==> src/rtl/boot_loader.sv <==
// Byte-serial program loader: receives a word count, 2N data bytes (high byte
// first) and an XOR checksum, writes program memory, and releases the core only
// after a verified image.
//
// state  | meaning
// -------+---------------------------------------------------------------
// IDLE   | waiting for the header byte (word count N)
// HI     | waiting for the high byte of the next word
// LO     | waiting for the low byte; its acceptance triggers the write
// CHK    | waiting for the checksum byte
// DONE   | image verified, core released
// ERR    | bad header, bad checksum or inter-byte timeout; core held
module boot_loader #(
  parameter int ADDR_W      = 5,
  parameter int DATA_W      = 16,
  parameter int DEPTH       = 32,
  parameter int TIMEOUT_CYC = 1000
) (
  input  logic              clk,
  input  logic              rst,
  input  logic [7:0]        in_data,
  input  logic              in_valid,
  output logic              in_ready,
  input  logic              reload,
  output logic              mem_we,
  output logic [ADDR_W-1:0] mem_addr,
  output logic [DATA_W-1:0] mem_wdata,
  output logic              cpu_hold,
  output logic              done,
  output logic              err,
  output logic [ADDR_W:0]   words_loaded
);

  localparam int TMR_W = $clog2(TIMEOUT_CYC + 1);

  typedef enum logic [2:0] {
    S_IDLE, S_HI, S_LO, S_CHK, S_DONE, S_ERR
  } state_t;

  state_t            state, state_nxt;
  logic [ADDR_W:0]   word_cnt;
  logic [ADDR_W:0]   words_inc;
  logic [7:0]        hi_byte;
  logic [7:0]        chksum;
  logic [TMR_W-1:0]  tmr;
  logic              accept;
  logic              hdr_ok;
  logic              last_word;
  logic              in_load;
  logic              tmr_expire;

  assign words_inc = words_loaded + {{ADDR_W{1'b0}}, 1'b1};

  always_comb begin
    in_ready   = 1'b0;
    in_load    = 1'b0;
    accept     = 1'b0;
    hdr_ok     = 1'b0;
    last_word  = 1'b0;
    tmr_expire = 1'b0;
    state_nxt  = state;

    in_ready  = (state != S_DONE) && (state != S_ERR);
    in_load   = (state == S_HI) || (state == S_LO) || (state == S_CHK);
    accept    = in_valid && in_ready;
    hdr_ok    = (in_data != 8'd0) && (int'(in_data) <= DEPTH);
    last_word = (words_inc == word_cnt);
    // Idle cycles are counted up to the limit; the limit-th idle cycle aborts.
    tmr_expire = in_load && !accept && (tmr == TMR_W'(TIMEOUT_CYC - 1));

    case (state)
      S_IDLE:  if (accept) state_nxt = hdr_ok ? S_HI : S_ERR;
      S_HI:    if (accept) state_nxt = S_LO;
      S_LO:    if (accept) state_nxt = last_word ? S_CHK : S_HI;
      S_CHK:   if (accept) state_nxt = (in_data == chksum) ? S_DONE : S_ERR;
      S_DONE:  if (reload) state_nxt = S_IDLE;
      S_ERR:   if (reload) state_nxt = S_IDLE;
      default: state_nxt = S_IDLE;
    endcase

    if (tmr_expire) state_nxt = S_ERR;
  end

  always_ff @(posedge clk) begin
    if (!rst) state <= S_IDLE;
    else      state <= state_nxt;
  end

  always_ff @(posedge clk) begin
    if (!rst) begin
      mem_we       <= 1'b0;
      mem_addr     <= '0;
      mem_wdata    <= '0;
      cpu_hold     <= 1'b1;
      done         <= 1'b0;
      err          <= 1'b0;
      words_loaded <= '0;
      word_cnt     <= '0;
      hi_byte      <= '0;
      chksum       <= '0;
      tmr          <= '0;
    end else begin
      mem_we   <= 1'b0;
      done     <= (state_nxt == S_DONE);
      err      <= (state_nxt == S_ERR);
      cpu_hold <= (state_nxt != S_DONE);
      tmr      <= (in_load && !accept && !tmr_expire) ? tmr + TMR_W'(1) : '0;

      if (accept) begin
        case (state)
          S_IDLE: begin
            if (hdr_ok) begin
              word_cnt     <= in_data[ADDR_W:0];
              chksum       <= '0;
              words_loaded <= '0;
            end
          end
          S_HI: begin
            hi_byte <= in_data;
            chksum  <= chksum ^ in_data;
          end
          S_LO: begin
            // Address is the pre-increment count; the count bumps alongside the strobe.
            mem_we       <= 1'b1;
            mem_addr     <= words_loaded[ADDR_W-1:0];
            mem_wdata    <= DATA_W'({hi_byte, in_data});
            words_loaded <= words_inc;
            chksum       <= chksum ^ in_data;
          end
          default: ;
        endcase
      end
    end
  end

endmodule

==> config.mk <==
export PLATFORM = sky130hd
export DESIGN_NAME = boot_loader
export DESIGN_NICKNAME = d
export VERILOG_FILES = /design/src/rtl/boot_loader.sv
export SDC_FILE = /design/constraint.sdc
export NUM_CORES = 1
export LEC_CHECK = 0
export CAP_MARGIN = 20
export CORE_MARGIN = 2
export CORE_UTILIZATION = 53
export CTS_CLUSTER_SIZE = 40
export DETAILED_ROUTE_END_ITERATION = 12
export MAX_ROUTING_LAYER = met4
export PLACE_DENSITY_LB_ADDON = 0.05
export SLEW_MARGIN = 20
export SYNTH_ARGS = -nofsm -noshare
export SYNTH_HDL_FRONTEND = slang
export SYNTH_SLANG_ARGS = --single-unit
==> constraint.sdc <==
create_clock -name clk -period 2.7 [get_ports clk]
set_input_delay 0.81 -clock clk [delete_from_list [all_inputs] [get_ports clk]]
set_output_delay 0.81 -clock clk [all_outputs]
set_load 0.02 [all_outputs]
## After elaboration in Yosys (flattened, before gate mapping)

Cells that the tools add are included.

| storage, ports and cells | value |
|---|---|
| word-level logic and storage cells | 68 |
| register bits after elaboration | 66 |
| bits of input ports | 12 |

| operators by class | value |
|---|---|
| add/sub/neg operators | 2 |
| bitwise logic cells | 1 |
| reduce and logical (&&, ||, !) cells | 23 |
| equality and inequality tests | 14 |
| muxes and demuxes | 15 |
| magnitude comparators | 1 |

Operators by type and width:

| operator | count |
|---|---|
| two-way mux 3 bit | 7 |
| one-hot mux 8 bit (2 select lines) | 1 |
| one-hot mux 3 bit (5 select lines) | 1 |
| == test 3 bit, second input constant | 4 |
| one-hot mux 6 bit (2 select lines) | 1 |
| adder 10 x 1 -> 10 bit, second input constant | 1 |
| == test 10 bit, second input constant | 1 |
| inequality test 3 bit, second input constant | 3 |
| AND reduction 3 bit | 3 |
| == test 8 bit | 1 |
| <= comparator 8 x 6 -> 1 bit, second input constant | 1 |
| two-way mux 8 bit | 1 |
| AND reduction 2 bit | 4 |
| nonzero test 8 bit | 1 |
| XOR 8 bit | 1 |
| adder 6 x 1 -> 6 bit, second input constant | 1 |
| == test 3 x 2 -> 1 bit, second input constant | 2 |
| == test 6 bit | 1 |
| logical AND 1 bit | 6 |
| two-way mux 6 bit | 1 |
| nonzero test 2 bit | 2 |
| OR reduction 2 bit | 2 |
| == test 3 x 1 -> 1 bit, second input constant | 1 |
| logical NOT 3 bit | 1 |
| 5 further kinds | 8 |

## Logic depth before layout (Yosys ltp)

Gate-level depths: netlist (run 1).

| logic depth | value |
|---|---|
| depth after elaboration | 9 |
| mapped depth | 8 |
| mapped depth without buffers | 6 |

## Worst setup path before layout (run 1)

No wires, ideal clock.

| timing path | value |
|---|---|
| kind | input port to flip-flop |
| start point | in in_data[2] |
| end point | reg chksum[0] |
| setup time | 60 ps |
| data arrival time | 2,393 ps |
| stages | 6 |
| required time | 2,640 ps |
| path slack | 247 ps |
| path through | buf_6 or4_4 or3_4 a311oi_4 o311ai_1 nand2_1 |

| between the ends | value |
|---|---|
| cells in the longest elaborated chain, start to end | 4 |

Ends and longest elaborated chain:

| item | line | source |
|---|---|---|
| start, declared | 21 | `input logic [7:0] in_data,` |
| <= comparator 8 x 6 -> 1 bit / nonzero test 8 bit (equally long branches) | 66 | `hdr_ok = (in_data != 8'd0) && (int'(in_data) <= DEPTH);` |
| logical AND 1 bit (*) | 66 |  |
| inequality test 2 bit (no line) (*) | n/a |  |
| AND reduction 3 bit (no line) (*) | n/a |  |
| end signal, assigned | 120 | `chksum <= chksum ^ in_data;` |
| end signal, assigned | 128 | `chksum <= chksum ^ in_data;` |
| end, declared | 44 | `logic [7:0] chksum;` |

Every way passes the cells marked *; elsewhere a longest branch is shown, timed or not.
A chain may end at the register's enable or synchronous reset.

## Worst setup path in the final report (run 1)

| timing path | value |
|---|---|
| start point | in in_data[1] |
| end point | reg chksum[6] |

Same word-level chain as after synthesis.

==> results of run 1 <==
cells by family after synthesis:
group / after synthesis
flops: 66
fa+ha+maj: 2
simple gates: 174
xor+xnor: 22
buf+inv: 28
compound gates: 70
registers in the layout (all words and copies together) (netlist names):
register      flops
mem_wdata        16
tmr              10
chksum            8
hi_byte           8
word_cnt          6
words_loaded      6
mem_addr          5
state             3
cpu_hold          1
done              1
err               1
mem_we            1
power by group through the flow:
| stage | combinational (µW) | clock, µW | sequential [µW] |
|---|---|---|---|
| after floorplan | 135 | 0 | 1040 |
| after global placement | 235 | 0 | 1040 |
| after detailed placement | 238 | 0 | 1040 |
| after CTS | 240 | 906 | 1020 |
| after global routing | 263 | 953 | 1030 |
| final | 240 | 896 | 1020 |
layout by cell type (no fill, tap or decap), types with 9 or more instances in the layout:
| cell type | instances |
|---|---|
| nand2_1 | 81 |
| dfxtp_1 | 66 |
| clkdlybuf4s50_1 | 43 |
| a21oi_1 | 37 |
| nand3_1 | 25 |
| nor2_1 | 23 |
| buf_4 | 20 |
| xor2_1 | 14 |
| o21ai_0 | 10 |
| clkbuf_8 | 9 |
layout make-up:
cell class              instances  area (µm²)
well taps                      70       87.58
clock buffers                  11       131.4
repair buffers                 65       620.6
inverters                       3       11.26
flip-flops and latches         66        1321
multi-input cells             268        1481
fillers                       435        1473
clock inverters                 5       78.83
cells in the mapped netlist, types with 2 or more instances:
cell and number:
o22ai_1 2, inv_1 3, nand4_1 2, nand2b_1 8, nand3_1 25, nand3b_1 8, a31oi_1 5, ha_1 2
o311ai_1 8, nor3_1 5, xor2_1 14, clkbuf_1 19, xnor2_1 8, buf_2 2, nor4_1 3, and3_1 5
nand2_1 81, a21oi_1 37, nand4b_1 2, dfxtp_1 66, o21ai_0 10, or3_1 6, nor2_1 23, buf_1 3
critical path, cell delays in order:
cell and delay [ns]:
clkdlybuf4s50_1 0.42, or4_4 0.55, or3_4 0.37, a311oi_4 0.26, buf_4 0.20, o311ai_1 0.11
nand2_1 0.09
per-layer routing:
metal  wire [µm]  share of wire, %  GRT usage [%]
met4          74               1.1          8.070
met5           0                 0              -
met1        3218                49          31.15
met3         301               4.6          7.011
met2        2974                45          36.98
per-stage QoR:
stage / hold WS [ns] / area (µm²) / instances / worst slack (ns) / setup TNS [ns]
floorplan: 0.4302 / 2913 / 362 / 0.2474 / 0
global placement: 0.4416 / 3522 / 472 / -0.1399 / -1.485
detailed placement: 0.4460 / 3522 / 472 / -0.1895 / -1.788
CTS: 0.4560 / 3732 / 488 / 0.1593 / 0
global route: 0.4660 / 3732 / 488 / 0.1167 / 0
finish: 0.4532 / 3732 / 488 / 0.1629 / 0
path summary, 6_finish.rpt:
path,slack (ns),endpoint,depth (start not counted),start
max,0.16,chksum[6],7,in_data[1]
min,0.45,mem_addr[2],2,mem_addr[2]
max reg2reg,0.97,state[1],6,words_loaded[0]
min reg2reg,0.45,mem_addr[2],2,mem_addr[2]
==> run_results.csv, run 1 <==
group,metric,value,unit
outcome,status,"completed",
setup_path,path_max_fanout,8,
clock_network,postCtsResizedCells,0,
pwr,p_clk_share,41.5,%
logic_synthesis,syn_inst,362,
routing,post-route-drc-count,0,
timing,clock_skew,0.01054,ns
layout,drive_gt1_share,10.29,%
timing,rsz0062_at_grt,"false",
die,start_util,55.96,%
timing,slew_violations,0,
pwr,power,2158,µW
clock_network,cts-hold-fix-buffers,0,
logic_synthesis,async_flop_share,0,%
logic_synthesis,synthMuxAreaShare,0,%
pwr,vdd_drop_max,0.3009,mV
timing,setup_viol,0,
die,die_x,78.14,µm
timing,worst_pin_slew,0.5649,ns
clock_network,clk_latency,0.34,ns
clock_network,clkSinkCount,66,
routing,ant_nets,0,
logic_synthesis,syn_area,0.002913,mm²
setup_path,start_kind,"primary input",
logic_synthesis,synth_top_family_by_area,"simple AND/OR/NAND/NOR gates",
flow_run,maxCapViolations,0,
routing,via_per_inst,5.473,
timing,fmax,394.2,MHz
clock_network,clockRootBuffer,"clkbuf_8",
layout,nets,427,
logic_synthesis,yosysUniqueCellTypes,39,
global_route,grt_pass1_vias,2524,
setup_path,crit_arrival,2.82,ns
die,die-area,0.006105,mm²
die,num_io_pins,44,
logic_synthesis,synth-edff-count,0,
placed_design,hpwl,4.532,mm
pwr,internal_power,1623,µW
clock_network,clk_pin_slew_worst_paths,0.07,ns
global_route,antenna_found_initial,0,
timing,relSlewSlack,62.20,%
pwr,switchingPower,534.8,µW
logic_synthesis,yosys.area_share.simple,28.26,%
logic_synthesis,postSynthNetCount,376,
die,die_h,78.14,µm
global_route,grt_max_degree,26,
pwr,comb_power_share,11.1,%
pwr,power.density,578.2,mW/mm²
logic_synthesis,synth_compound_area_share,14.95,%
logic_synthesis,synth_adder_area_share,0.8591,%
logic_synthesis,synth_top_flop_cell,"dfxtp_1",
die,num_rows,26,
timing,fin_crit_sh,93.97,%
logic_synthesis,synth.top_cell.area_share,45.36,%
setup_path,critical_path_class,"in -> reg",
timing,hold_viol,0,
worst_hold_path,worst_hold_path_type,"reg -> reg",
pwr,power.leakage,0.001350,µW
logic_synthesis,synth_seq_area_share,45.36,%
routing,drt_wl_total,6.568,mm
clock_network,postCtsSetupBuffers,0,
logic_synthesis,synth_top_area_cell,"dfxtp_1",
logic_synthesis,yosysWarningCount,0,
timing,fin_crit,2.537,ns
placed_design,portBuffers,43,
logic_synthesis,yosys-top-cells-area,"dfxtp_1 45%, nand2_1 10%, a21oi_1 6.4%",
global_route,gr-usage-all-layers,24.26,%
setup_path,endpoint_kind,"flop",
routing,first_pass_iters,4,
global_route,grt_pass1_wl,11.53,mm
logic_synthesis,syn_avg_cell_area,8.046,µm²
clock_network,clockBufferDepth,2,
routing,num_vias,2671,
layout,n_antenna_cell,0,
logic_synthesis,ys_seq_elements,66,
global_route,grt-ovfl-total,0,
pwr,swShare,24.78,%
clock_network,cts_made_buffers,9,
placed_design,gp_congestion,0.8218,
routing,drtIter0Drc,104,
die,core_area,0.005205,mm²
routing,post_drt_wl_per_cell,13.46,µm
layout,finish.utilization,71.71,%
clock_network,tritoncts,"built",
layout,area_growth,28.14,%
pwr,p_seq_share,47.4,%
logic_synthesis,synth_xor_xnor_area_share,6.615,%
clock_network,htree_levels,3,
setup_path,worstPathRequired,2.98,ns
Note: power is estimated with default switching activity, not from simulation.
==> inputs of run 2 (changes only) <==
--- a/config.mk
+++ b/config.mk
@@ -12,6 +12,7 @@
 export DETAILED_ROUTE_END_ITERATION = 12
 export MAX_ROUTING_LAYER = met4
 export PLACE_DENSITY_LB_ADDON = 0.05
+export SKIP_CTS_REPAIR_TIMING = 1
 export SLEW_MARGIN = 20
 export SYNTH_ARGS = -nofsm -noshare
 export SYNTH_HDL_FRONTEND = slang
==> results of run 2 <==
No change in the layout: final DEF, timing and power equal those of run 1.
==> inputs of run 3 (changes only) <==
--- a/config.mk
+++ b/config.mk
@@ -10,6 +10,7 @@
 export CORE_UTILIZATION = 53
 export CTS_CLUSTER_SIZE = 40
 export DETAILED_ROUTE_END_ITERATION = 12
+export GPL_ROUTABILITY_DRIVEN = 0
 export MAX_ROUTING_LAYER = met4
 export PLACE_DENSITY_LB_ADDON = 0.05
 export SKIP_CTS_REPAIR_TIMING = 1
==> results of run 3 <==
No change in the layout: final DEF, timing and power equal those of run 1.
